**src/rtl/fifo_rdarb_pkg.sv**
```systemverilog
// Shared types and constants for the FIFO read arbiter.
// Holds the FSM state type, head-type codes and the select-width helper.
package fifo_rdarb_pkg;

  typedef enum logic {
    IDLE   = 1'b0,
    LOCKED = 1'b1
  } state_e;

  localparam logic [2:0] HEAD_BODY   = 3'b000;
  localparam logic [2:0] HEAD_FIRST  = 3'b100;
  localparam logic [2:0] HEAD_SINGLE = 3'b111;
  localparam logic [2:0] TAIL_CODE_DEF = 3'b110;

  // A single channel still needs a one-bit select.
  function automatic int sel_w(input int n);
    return (n <= 1) ? 1 : $clog2(n);
  endfunction

endpackage

```
**src/rtl/fifo_read_arbiter_if.sv**
```systemverilog
// Handshake bundle between the input FIFOs / crossbar port and the read arbiter.
// master = arbiter side, slave = FIFO/crossbar side.
interface fifo_read_arbiter_if
  import fifo_rdarb_pkg::*;
#(
  parameter int NUM_CH = 2,
  parameter int HEAD_W = 3,
  parameter int SEL_W  = sel_w(NUM_CH)
);
  logic [NUM_CH-1:0]        fifo_empty;
  logic [NUM_CH*HEAD_W-1:0] head_bus;
  logic                     busy;
  logic                     req;
  logic [NUM_CH-1:0]        fifo_read;
  logic [SEL_W-1:0]         fifo_sel;
  logic                     pkt_active;
  logic                     grant_valid;

  modport master (
    input  fifo_empty, head_bus, busy,
    output req, fifo_read, fifo_sel, pkt_active, grant_valid
  );

  modport slave (
    output fifo_empty, head_bus, busy,
    input  req, fifo_read, fifo_sel, pkt_active, grant_valid
  );
endinterface

```
**src/rtl/prio_pick.sv**
```systemverilog
// Combinational lowest-index picker: isolates the lowest set request bit
// and encodes its index.
module prio_pick #(
  parameter int NUM_CH = 2,
  parameter int SEL_W  = 1
) (
  input  logic [NUM_CH-1:0] i_req,
  output logic [NUM_CH-1:0] o_onehot,
  output logic [SEL_W-1:0]  o_idx
);

  // Two's-complement trick keeps only the lowest set bit.
  assign o_onehot = i_req & (~i_req + NUM_CH'(1));

  always_comb begin
    o_idx = '0;
    for (int i = NUM_CH - 1; i >= 0; i--) begin
      if (i_req[i]) begin
        o_idx = SEL_W'(i);
      end
    end
  end

endmodule

```
**src/rtl/fifo_read_arbiter.sv**
```systemverilog
// Wormhole-locking fixed-priority read arbiter draining NUM_CH FIFOs into one link.
// Optional starvation aging is enabled by defining FIFO_RDARB_AGING_EN.
module fifo_read_arbiter
  import fifo_rdarb_pkg::*;
#(
  parameter int              NUM_CH     = 2,
  parameter int              HEAD_W     = 3,
  parameter logic [HEAD_W-1:0] TAIL_CODE = HEAD_W'(TAIL_CODE_DEF),
  parameter int              STARVE_MAX = 15,
  parameter int              SEL_W      = sel_w(NUM_CH)
) (
  input logic                  clk,
  input logic                  rst,
  fifo_read_arbiter_if.master  bus
);

  logic [NUM_CH-1:0] w_nonempty;
  logic [NUM_CH-1:0] w_ne_oh;
  logic [NUM_CH-1:0] w_win_oh;
  logic [NUM_CH-1:0] w_read;
  logic [SEL_W-1:0]  w_ne_idx;
  logic [SEL_W-1:0]  w_win_idx;
  logic [HEAD_W-1:0] w_head;
  logic              w_win_any;
  logic              w_pop;
  logic              w_tail;

  state_e            r_state;
  logic [SEL_W-1:0]  r_sel;
  logic              r_pkt_active;
  logic              r_grant_valid;

  assign w_nonempty = ~bus.fifo_empty;

  prio_pick #(.NUM_CH(NUM_CH), .SEL_W(SEL_W)) u_pick_ne (
    .i_req    (w_nonempty),
    .o_onehot (w_ne_oh),
    .o_idx    (w_ne_idx)
  );

  // An aging threshold below one cycle has no meaning; nothing is built for it.
  if (STARVE_MAX < 1) begin : g_starve_max_unsupported
  end

`ifdef FIFO_RDARB_AGING_EN
  localparam int AGE_W = $clog2(STARVE_MAX + 1);

  logic [AGE_W-1:0]  r_age [NUM_CH];
  logic [NUM_CH-1:0] w_starved;
  logic [NUM_CH-1:0] w_served;
  logic [NUM_CH-1:0] w_st_oh;
  logic [SEL_W-1:0]  w_st_idx;

  for (genvar gi = 0; gi < NUM_CH; gi++) begin : g_age_flags
    assign w_starved[gi] = w_nonempty[gi] && (r_age[gi] == AGE_W'(STARVE_MAX));
    // Served means granted this cycle (IDLE) or currently holding the lock.
    assign w_served[gi]  = (r_state == IDLE) ? w_win_oh[gi]
                                             : (r_sel == SEL_W'(gi));
  end

  prio_pick #(.NUM_CH(NUM_CH), .SEL_W(SEL_W)) u_pick_starved (
    .i_req    (w_starved),
    .o_onehot (w_st_oh),
    .o_idx    (w_st_idx)
  );

  assign w_win_oh  = (|w_st_oh) ? w_st_oh  : w_ne_oh;
  assign w_win_idx = (|w_st_oh) ? w_st_idx : w_ne_idx;

  always_ff @(posedge clk or posedge rst) begin
    if (rst) begin
      for (int i = 0; i < NUM_CH; i++) begin
        r_age[i] <= '0;
      end
    end else begin
      for (int i = 0; i < NUM_CH; i++) begin
        if (!w_nonempty[i] || w_served[i]) begin
          r_age[i] <= '0;
        end else if (r_age[i] != AGE_W'(STARVE_MAX)) begin
          r_age[i] <= r_age[i] + AGE_W'(1);
        end
      end
    end
  end
`else
  assign w_win_oh  = w_ne_oh;
  assign w_win_idx = w_ne_idx;
`endif

  assign w_win_any = |w_win_oh;
  assign w_head    = bus.head_bus[r_sel*HEAD_W +: HEAD_W];
  assign w_tail    = (w_head == TAIL_CODE);
  assign w_pop     = (r_state == LOCKED) && !bus.busy && !bus.fifo_empty[r_sel];

  for (genvar gi = 0; gi < NUM_CH; gi++) begin : g_read
    assign w_read[gi] = w_pop && (r_sel == SEL_W'(gi));
  end

  always_ff @(posedge clk or posedge rst) begin
    if (rst) begin
      r_state       <= IDLE;
      r_sel         <= '0;
      r_pkt_active  <= 1'b0;
      r_grant_valid <= 1'b0;
    end else begin
      r_grant_valid <= 1'b0;
      case (r_state)
        IDLE: begin
          if (w_win_any) begin
            r_state       <= LOCKED;
            r_sel         <= w_win_idx;
            r_pkt_active  <= 1'b1;
            r_grant_valid <= 1'b1;
          end
        end
        LOCKED: begin
          // Lock is released only by an actual tail pop, never by emptiness.
          if (w_pop && w_tail) begin
            r_state      <= IDLE;
            r_pkt_active <= 1'b0;
          end
        end
        default: begin
          r_state      <= IDLE;
          r_pkt_active <= 1'b0;
        end
      endcase
    end
  end

  assign bus.fifo_read   = w_read;
  assign bus.fifo_sel    = r_sel;
  assign bus.pkt_active  = r_pkt_active;
  assign bus.grant_valid = r_grant_valid;
  assign bus.req         = r_pkt_active | ~&bus.fifo_empty;

endmodule
```
**src/flat_wrapper.sv**
```systemverilog
// flat-port wrapper written by rule: the top's interface ports become plain ports
module fifo_read_arbiter_flat import fifo_rdarb_pkg::*;
#(
  parameter int              NUM_CH     = 2,
  parameter int              HEAD_W     = 3,
  parameter logic [HEAD_W-1:0] TAIL_CODE = HEAD_W'(TAIL_CODE_DEF),
  parameter int              STARVE_MAX = 15,
  parameter int              SEL_W      = sel_w(NUM_CH)
)
  (clk, rst, bus_fifo_empty, bus_head_bus, bus_busy, bus_req, bus_fifo_read, bus_fifo_sel, bus_pkt_active, bus_grant_valid);
  fifo_read_arbiter_if #(.NUM_CH(NUM_CH), .HEAD_W(HEAD_W), .SEL_W(SEL_W)) bus_i ();
  input logic clk;
  input logic rst;
  input wire logic [$bits(bus_i.fifo_empty)-1:0] bus_fifo_empty;
  input wire logic [$bits(bus_i.head_bus)-1:0] bus_head_bus;
  input wire logic [$bits(bus_i.busy)-1:0] bus_busy;
  output wire logic [$bits(bus_i.req)-1:0] bus_req;
  output wire logic [$bits(bus_i.fifo_read)-1:0] bus_fifo_read;
  output wire logic [$bits(bus_i.fifo_sel)-1:0] bus_fifo_sel;
  output wire logic [$bits(bus_i.pkt_active)-1:0] bus_pkt_active;
  output wire logic [$bits(bus_i.grant_valid)-1:0] bus_grant_valid;
  assign bus_i.fifo_empty = bus_fifo_empty;
  assign bus_i.head_bus = bus_head_bus;
  assign bus_i.busy = bus_busy;
  assign bus_req = bus_i.req;
  assign bus_fifo_read = bus_i.fifo_read;
  assign bus_fifo_sel = bus_i.fifo_sel;
  assign bus_pkt_active = bus_i.pkt_active;
  assign bus_grant_valid = bus_i.grant_valid;
  fifo_read_arbiter #(.NUM_CH(NUM_CH), .HEAD_W(HEAD_W), .TAIL_CODE(TAIL_CODE), .STARVE_MAX(STARVE_MAX), .SEL_W(SEL_W)) u_core (.clk(clk), .rst(rst), .bus(bus_i));
endmodule
```
**config.mk**
```make
export PLATFORM = sky130hd
export DESIGN_NAME = fifo_read_arbiter_flat
export DESIGN_NICKNAME = d
export VERILOG_FILES = /design/src/rtl/fifo_rdarb_pkg.sv /design/src/rtl/fifo_read_arbiter_if.sv /design/src/rtl/prio_pick.sv /design/src/rtl/fifo_read_arbiter.sv /design/src/flat_wrapper.sv
export SDC_FILE = /design/constraint.sdc
export NUM_CORES = 1
export LEC_CHECK = 0
export ABC_AREA = 1
export BUFFER_PORTS_ARGS = -buffer_cell sky130_fd_sc_hd__buf_2
export CELL_PAD_IN_SITES_DETAIL_PLACEMENT = 0
export CELL_PAD_IN_SITES_GLOBAL_PLACEMENT = 1
export CORE_AREA = 2 2 39 41
export DETAILED_ROUTE_END_ITERATION = 8
export DIE_AREA = 0 0 41 43
export MAX_ROUTING_LAYER = met4
export PLACE_DENSITY_LB_ADDON = 0.2
export SKIP_CTS_REPAIR_TIMING = 1
export SYNTH_ARGS = -nofsm -noshare
export SYNTH_HDL_FRONTEND = slang
export SYNTH_HIERARCHICAL = 1
export SYNTH_SLANG_ARGS = --single-unit
```
**constraint.sdc**
```tcl
create_clock -name clk -period 1.75 [get_ports clk]
set_input_delay 0.0875 -clock clk [delete_from_list [all_inputs] [get_ports clk]]
set_output_delay 0.0875 -clock clk [all_outputs]
set_load 0.05 [all_outputs]
```
# Word level (Yosys, flattened, before mapping)
# Index checks and enable logic that the tools add are counted.
[classes]
mul = 1
bitwise = 6
reduce_logical = 12
order_cmp = 1
add_sub_neg = 1
eq_ne = 3
mux = 11
shifts = 1
[ops]
columns = ["op", "count"]
rows = [
  ["2-to-1 mux 1 bit", 9],
  ["AND reduction 2 bit", 3],
  ["variable part select 6 x 4 -> 3 bit", 1],
  ["logical AND 1 bit", 5],
  ["inverter 2 bit", 2],
  ["one-hot mux 1 bit (2 select lines)", 2],
  ["== test 3 bit (second input constant)", 1],
  ["zero test 1 bit", 3],
  ["multiplier 1 x 2 -> 3 bit (second input constant)", 1],
  ["adder 2 x 1 -> 2 bit (second input constant)", 1],
  ["bitwise AND 2 bit", 1],
  ["less-than comparator 1 x 2 -> 1 bit (second input constant)", 1],
  ["inequality test 2 x 1 -> 1 bit (second input constant)", 1],
  ["inequality test 2 bit (second input constant)", 1],
  ["inverter 1 bit", 2],
  ["OR reduction 2 bit", 1],
  ["OR 1 bit", 1],
]
[word_totals]
wordCells = 40
inputBits = 11
output_inout_bits = 6
regBits = 4

# Logic depth before layout (Yosys ltp)
# Gate-level depths: netlist of the first run.
[logic_depth]
ltp_word = 7
ltp_mapped = 8
depth_no_buf = 7

# By module
# The synthesis of the first run kept the hierarchy.
[by_module_without_submodules]
columns = ["module", "n_inst", "seq_area_each_um2", "cells_each", "area_each_um2"]
rows = [
  ["fifo_read_arbiter", 1, 100.1, 37, 234.0],
  ["prio_pick", 1, 0.0, 4, 25.0],
]

# Worst setup path before layout of the first run
# No wires, ideal clock.
[synth_timing]
kind = "reg2out"
from = "register u_core.r_sel (netlist: u_core/bus.fifo_sel)"
to = "output bus_fifo_read[0]"
required_ns = 1.662
setup_slack_ns = -0.277
t_arrival_ns = 1.939
n_path_buf = 0
path_stages_with_launch = 5
cell_sequence = "dfrtp_1 > inv_2 > nand2_2 > nand2_2 > nor3_1"
[synth_between]
elab_chain_len = 5
word_cells_on_any_way = 6
cone_classes = "mux: 2; bitwise: 1; reduce/logical: 3"
[synth_lines]
columns = ["item", "line", "rtl"]
rows = [
  ["from (decl)", "fifo_read_arbiter.sv:29", "logic [SEL_W-1:0] r_sel;"],
  ["from (signal assigned)", "fifo_read_arbiter.sv:111", "r_sel <= w_win_idx;"],
  ["2-to-1 mux 1 bit (not written as such) (2 in series)", "fifo_read_arbiter.sv:93", "assign w_pop = (r_state == LOCKED) && !bus.busy && !bus.fifo_empty[r_sel];"],
  ["zero test 1 bit", "fifo_read_arbiter.sv:93", ""],
  ["logical AND 1 bit", "fifo_read_arbiter.sv:93", ""],
  ["logical AND 1 bit (*)", "fifo_read_arbiter.sv:96", "assign w_read[gi] = w_pop && (r_sel == SEL_W'(gi));"],
  ["to (decl)", "flat_wrapper.sv:18", "output wire logic [$bits(bus_i.fifo_read)-1:0] bus_fifo_read;"],
]
# Mark *: on every way between the ends. The rest lies on a longest branch, timed or not. The select of a mux whose other input is x is not followed.

# Final worst setup path of the first run
# Ends and elaborated chain as after synthesis.

==> results of run 1 <==
power by group through the flow:
stage                     clock network (mW)  logic (mW)  registers, mW
after floorplan                            0       0.154          0.253
after global placement                     0       0.319          0.166
after detailed placement                   0       0.316          0.167
after CTS                              0.123       0.317          0.165
after global routing                   0.132       0.340          0.171
final                                  0.116       0.313          0.164
state kept, by name, indices dropped and copies added (netlist names):
register	flops
u_core/bus.pkt_active	1
u_core/bus.grant_valid	1
u_core/bus.fifo_sel	1
u_core/r_state	1
cells in the final DEF, fill, tap and decap left out:
| cell | count |
|---|---|
| inv_1 | 9 |
| nand2_1 | 14 |
| dfrtp_1 | 4 |
| clkbuf_4 | 3 |
| o21ai_1 | 2 |
| nor2_2 | 1 |
| dlygate4sd3_1 | 1 |
| nand2_2 | 2 |
| inv_2 | 1 |
| buf_2 | 16 |
| nor2_1 | 4 |
| nor3_2 | 2 |
per-stage QoR:
step	utilization, %	total power [mW]	area, um^2
5_1_grt	27.9	0.642	387
4_1_cts	27.2	0.605	377
6_report	27.9	0.593	387
3_3_place_gp	25.6	0.485	354
3_5_place_dp	25.6	0.483	354
2_1_floorplan	-	0.408	269
area by class of cell:
| class | instances | area, um^2 |
|---|---|---|
| Clock buffer | 3 | 22.5 |
| Fill cell | 159 | 997 |
| Inverter | 10 | 37.5 |
| Multi-Input combinational cell | 25 | 116 |
| Sequential cell | 4 | 100 |
| Tap cell | 16 | 20.0 |
| Timing Repair Buffer | 17 | 90.1 |
critical path, delay by kind of cell, from the launching register on:
family / cells / cell delay [ns]
and+or+nand+nor: 3 / 0.19
buffers and inverters: 2 / 0.35
DFF: 1 / 0.42
cells by family after synthesis:
kind of cell | count (synthesis)
AO/OA/AOI/OAI | 2
flip-flops | 4
AND/OR/NAND/NOR | 23
buffers and inverters | 12
layer usage:
layer | wire, um | share of wire, %
met5 | 0 | 0
met2 | 270 | 43
met3 | 79 | 13
met4 | 0 | 0
met1 | 276 | 44
worst max-delay path by stage:
stage | start | to | slack, ns
2_1_floorplan | u_core/bus.fifo_sel$_DFFE_PP0P_ | bus_fifo_read[0] | 0.12
3_3_place_gp | u_core/bus.fifo_sel$_DFFE_PP0P_ | bus_fifo_read[0] | 0.71
3_5_place_dp | u_core/bus.fifo_sel$_DFFE_PP0P_ | bus_fifo_read[0] | 0.70
4_1_cts | u_core/bus.fifo_sel$_DFFE_PP0P_ | bus_fifo_read[0] | 0.43
5_1_grt | u_core/bus.fifo_sel$_DFFE_PP0P_ | bus_fifo_read[0] | 0.34
6_report | u_core/bus.fifo_sel$_DFFE_PP0P_ | bus_fifo_read[0] | 0.46
==> flow_summary.yaml, run 1 <==
cells_and_area:
  diodes: 0
  areaGrowthSynthToFinish_pct: 49.3
  finalNonFillerCells: 75
  num-nets-final: 72
  layout-drive-gt1-share_pct: 42.4
yosys:
  synth_compound_area_share_pct: 3.86
  syn_nets: 52
  synthSimpleGateAreaFrac_pct: 37.2
  synth_most_common_cell: "nand2_1"
  ys_seq_area_share_pct: 38.6
  synth-seq-cells: 4
  synth_commonest_cells: "nand2_1 (14), inv_1 (9), dfrtp_1 (4), nor2_1 (4)"
  yosysWarnings: 6
  yosys.area.top_type: "dfrtp_1"
  yosys-top-cells-area: "dfrtp_1 (39%), nand2_1 (20%), inv_1 (13%), buf_4 (5.8%), nor2_1 (5.8%)"
  syn_area_per_cell_um2: 6.32
  synthMuxAreaShare_pct: 0
  yosysUniqueCellTypes: 10
  netlist_area_um2: 259
  synth_top_family_by_area: "simple AND/OR/NAND/NOR gates"
  synth_edf_count: 0
  synth_top_area_share_pct: 38.6
  netlist_instances: 41
  synthXorXnorAreaFrac_pct: 0
  synth_fa_ha_area_share_pct: 0
  synth_ff_type: "dfrtp_1"
  async_flop_share_pct: 100
power_and_ir_drop:
  internal_power_uw: 285
  p_leak_nw: 0.250
  power_frac_comb_pct: 52.9
  power_frac_seq_pct: 27.6
  p_sw_uw: 308
  pwr-share-clk_pct: 19.5
  power.density_nw_per_um2: 1530
  switching_share_pct: 51.9
  ir_worst_vdd_uv: 571
setup_path:
  crit_chain: "inv_2 > nand2_2 > nand2_2 > nor3_2 > buf_2"
  cpPeakStageDelay_ns: 0.42
  crit_type: "reg -> out"
  cp_max_fo: 5
  crit_required_ns: 1.66
  rr_startpoint: "u_core/bus.fifo_sel$_DFFE_PP0P_"
  r2r_cells: 7
  cp_slowest_cell: "dfrtp_1"
  r2r_slack_ns: 0.73
  arrival_ns: 1.21
  critPathLaunchType: "flip-flop"
  rr_endpoint: "u_core/bus.pkt_active$_DFFE_PP0P_"
  critical_path.most_common_cell: "nand2_2"
  crit_path_end_kind: "output pin"
clock_tree:
  cts_tree: "built"
  clkTransAtPathRegs_ns: 0.04
  cts.sink_count: 4
  clk_path_buf_depth: 2
  cts-root-buf: "clkbuf_4"
  clk_latency_ns: 0.24
  numCtsBuffers: 3
  ctsHtreeMaxLevel: 1
timing:
  worst_hold_slack_ns: 0.251
  slew_viol_final: 0
  tns_ns: 0
  fin_crit_ns: 1.29
  hold_violations: 0
  tightestPinTransition_ns: 0.249
  slew_headroom_pct: 83.5
  fin_crit_sh_pct: 73.9
  rsz0062_at_grt: "false"
  max_freq_mhz: 773
  worst_slack_ns: 0.457
  fin_skew_ns: 0.00644
  finalSetupViolations: 0
global_routing:
  overflow: 0
  use_met2_pct: 10.6
  met1_usage_pct: 9.48
  grt_pass1_wl_um: 910
  antenna_found_initial: 0
  grt_max_degree: 6
  grt_pass1_vias: 231
  grtUsageMet3_pct: 6.28
  track_usage_pct: 8.07
  grt.busiest_layer: "met2"
route:
  wl_per_cell_um: 8.35
  drt_pass1_iterations: 5
  route.detailed.drc: 0
  vias: 276
  vias_per_cell: 3.68
  wirelength_um: 626
  drt-initial-drc-count: 3
  drtAntennaViolNets: 0
die:
  pin_count: 17
  die_x_um: 41
  initial_utilization_pct: 18.7
  die_y_um: 43
  num_rows: 14
  dieArea_um2: 1760
  core-area_um2: 1380
placed_design:
  dp_worst_setup_slack_ns: 0.696
  dp.cells: 71
  portBuffers: 16
  hpwl_um: 530
  gp_congestion: 0.698
job:
  cap_violations: 0
hold_path:
  min-delay-path-class: "in -> reg"
  whs_path_depth: 6
  worstHoldEndpoint: "u_core/bus.fifo_sel$_DFFE_PP0P_"
  holdCritStartpoint: "bus_fifo_empty[1]"
status:
  status: "completed"
Note: power is estimated with default switching activity, not from simulation.
==> run 2, diff against run 1 <==
==> constraint.sdc (replaced) <==
create_clock -name clk -period 1.1 [get_ports clk]
set_input_delay 0.055 -clock clk [delete_from_list [all_inputs] [get_ports clk]]
set_output_delay 0.055 -clock clk [all_outputs]
set_load 0.05 [all_outputs]
==> run 2 against run 1 <==
  * The flow now finishes with violations (setup timing)
  * First-iteration DRC count up 67%
  * Cell count up 5.3%
  * Sequential power up 60%
  * Die area unchanged
  * Critical path type unchanged
  * Critical endpoint unchanged
  * Highest routed layer unchanged
==> flow_summary.yaml, run 2 (synthesis gave the netlist of run 1 again) <==
status:
  status: "finished with violations"
  violations: "setup timing"
timing:
  finalSetupViolations: 2
  fin_crit_sh_pct: 108
  tns_ns: -0.0962
  fin_crit_ns: 1.18
  slew_headroom_pct: 83.6
  max_freq_mhz: 844
  fin_skew_ns: 0.00766
  worst_hold_slack_ns: 0.233
  rsz0062_at_grt: "true"
  tightestPinTransition_ns: 0.247
  worst_slack_ns: -0.0842
  slew_viol_final: 0
  hold_violations: 0
placed_design:
  portBuffers: 16
  gp_congestion: 0.627
  dp.cells: 72
  dp_worst_setup_slack_ns: 0.0487
  place_area_um2: 378
  hpwl_um: 502
clock_tree:
  cts-root-buf: "clkbuf_4"
  numCtsBuffers: 3
  ctsHtreeMaxLevel: 1
  clkTransAtPathRegs_ns: 0.04
  cts_tree: "built"
  clk_latency_ns: 0.24
  clk_path_buf_depth: 2
  cts.sink_count: 4
setup_path:
  arrival_ns: 1.13
  critPathLaunchType: "flip-flop"
  crit_required_ns: 1.04
  cp_slowest_cell: "dfrtp_2"
  cp_max_fo: 4
  crit_path_end_kind: "output pin"
  worst-path-buf-inv: 2
  crit_type: "reg -> out"
  rr_startpoint: "u_core/bus.fifo_sel$_DFFE_PP0P_"
  crit_start: "u_core/bus.fifo_sel$_DFFE_PP0P_"
  crit_chain: "buf_6 > nor3_4 > buf_6"
  cpPeakStageDelay_ns: 0.42
  critical_path.most_common_cell: "buf_6"
  crit_family: "flip-flops"
cells_and_area:
  post-route-util_pct: 32.9
  final_cell_mix: "buf_2 (13), nand2_1 (12), inv_1 (9), nand2_2 (4)"
  num-nets-final: 75
  layout-drive-gt1-share_pct: 52.4
  finalNonFillerCells: 79
  final_common_cell: "buf_2"
  areaGrowthSynthToFinish_pct: 75.8
  final_area_um2: 455
  nFillCells: 170
  diodes: 0
power_and_ir_drop:
  ir_worst_vdd_uv: 748
  finalPower_mw: 1.12
  power.density_nw_per_um2: 2450
  p_leak_nw: 0.275
route:
  wl_per_cell_um: 7.63
  drt-initial-drc-count: 5
  vias_per_cell: 3.54
  drt_pass1_iterations: 4
  drtAntennaViolNets: 0
  vias: 280
  route.detailed.drc: 0
  wirelength_um: 603
global_routing:
  track_usage_pct: 9.31
  grt_pass1_wl_mm: 1.01
  antenna_found_initial: 0
  grt_pass1_vias: 255
  overflow: 0
  grt_max_degree: 6
die:
  die_y_um: 43
  initial_utilization_pct: 18.7
  dieArea_um2: 1760
  core-area_um2: 1380
  die_x_um: 41
  num_rows: 14
  pin_count: 17
hold_path:
  min-delay-path-class: "in -> async"
job:
  cap_violations: 0
==> run 2: cell type report <==
| cell class | instances | area [um^2] | area share, % |
|---|---|---|---|
| Inverter | 10 | 37.5 | 8.24 |
| Tap cell | 16 | 20.0 | 4.40 |
| Clock buffer | 4 | 26.3 | 5.77 |
| Timing Repair Buffer | 20 | 131 | 28.8 |
| Sequential cell | 4 | 101 | 22.3 |
| Multi-Input combinational cell | 25 | 139 | 30.5 |
==> run 2: final timing paths <==
check | to | cells past startpoint | slack [ns]
worst max-delay path | bus_fifo_read[0] | 3 | -0.08
min in group clk | u_core/bus.fifo_sel$_DFFE_PP0P_ | 5 | 0.24
max in group asynchronous | u_core/bus.fifo_sel$_DFFE_PP0P_ | 3 | 0.71
worst min register to register | u_core/r_state$_DFF_PP0_ | 2 | 0.52
worst max register to register | u_core/bus.pkt_active$_DFFE_PP0P_ | 7 | 0.04
worst min-delay path | u_core/bus.grant_valid$_DFF_PP0_ | 3 | 0.23
==> run 2: metal layers <==
layer  global-route usage [%]  routed length [um]
met1                     11.8                 284
met2                     11.3                 272
met3                     3.14                  46
met4                     8.00                   0
met5                        -                   0
==> run 2: power by group <==
| group | internal [mW] | switching (mW) |
|---|---|---|
| Clock | 0.136 | 0.0659 |
| Combinational | 0.228 | 0.424 |
| Sequential | 0.210 | 0.0534 |
| Total | 0.574 | 0.543 |
==> run 2: worst register-to-register path: cells and delay by family (launching register included) <==
family / cells / cell delay (ns)
flip-flops: 1 / 0.42
buffers and inverters: 1 / 0.15
AND/OR/NAND/NOR: 6 / 0.36
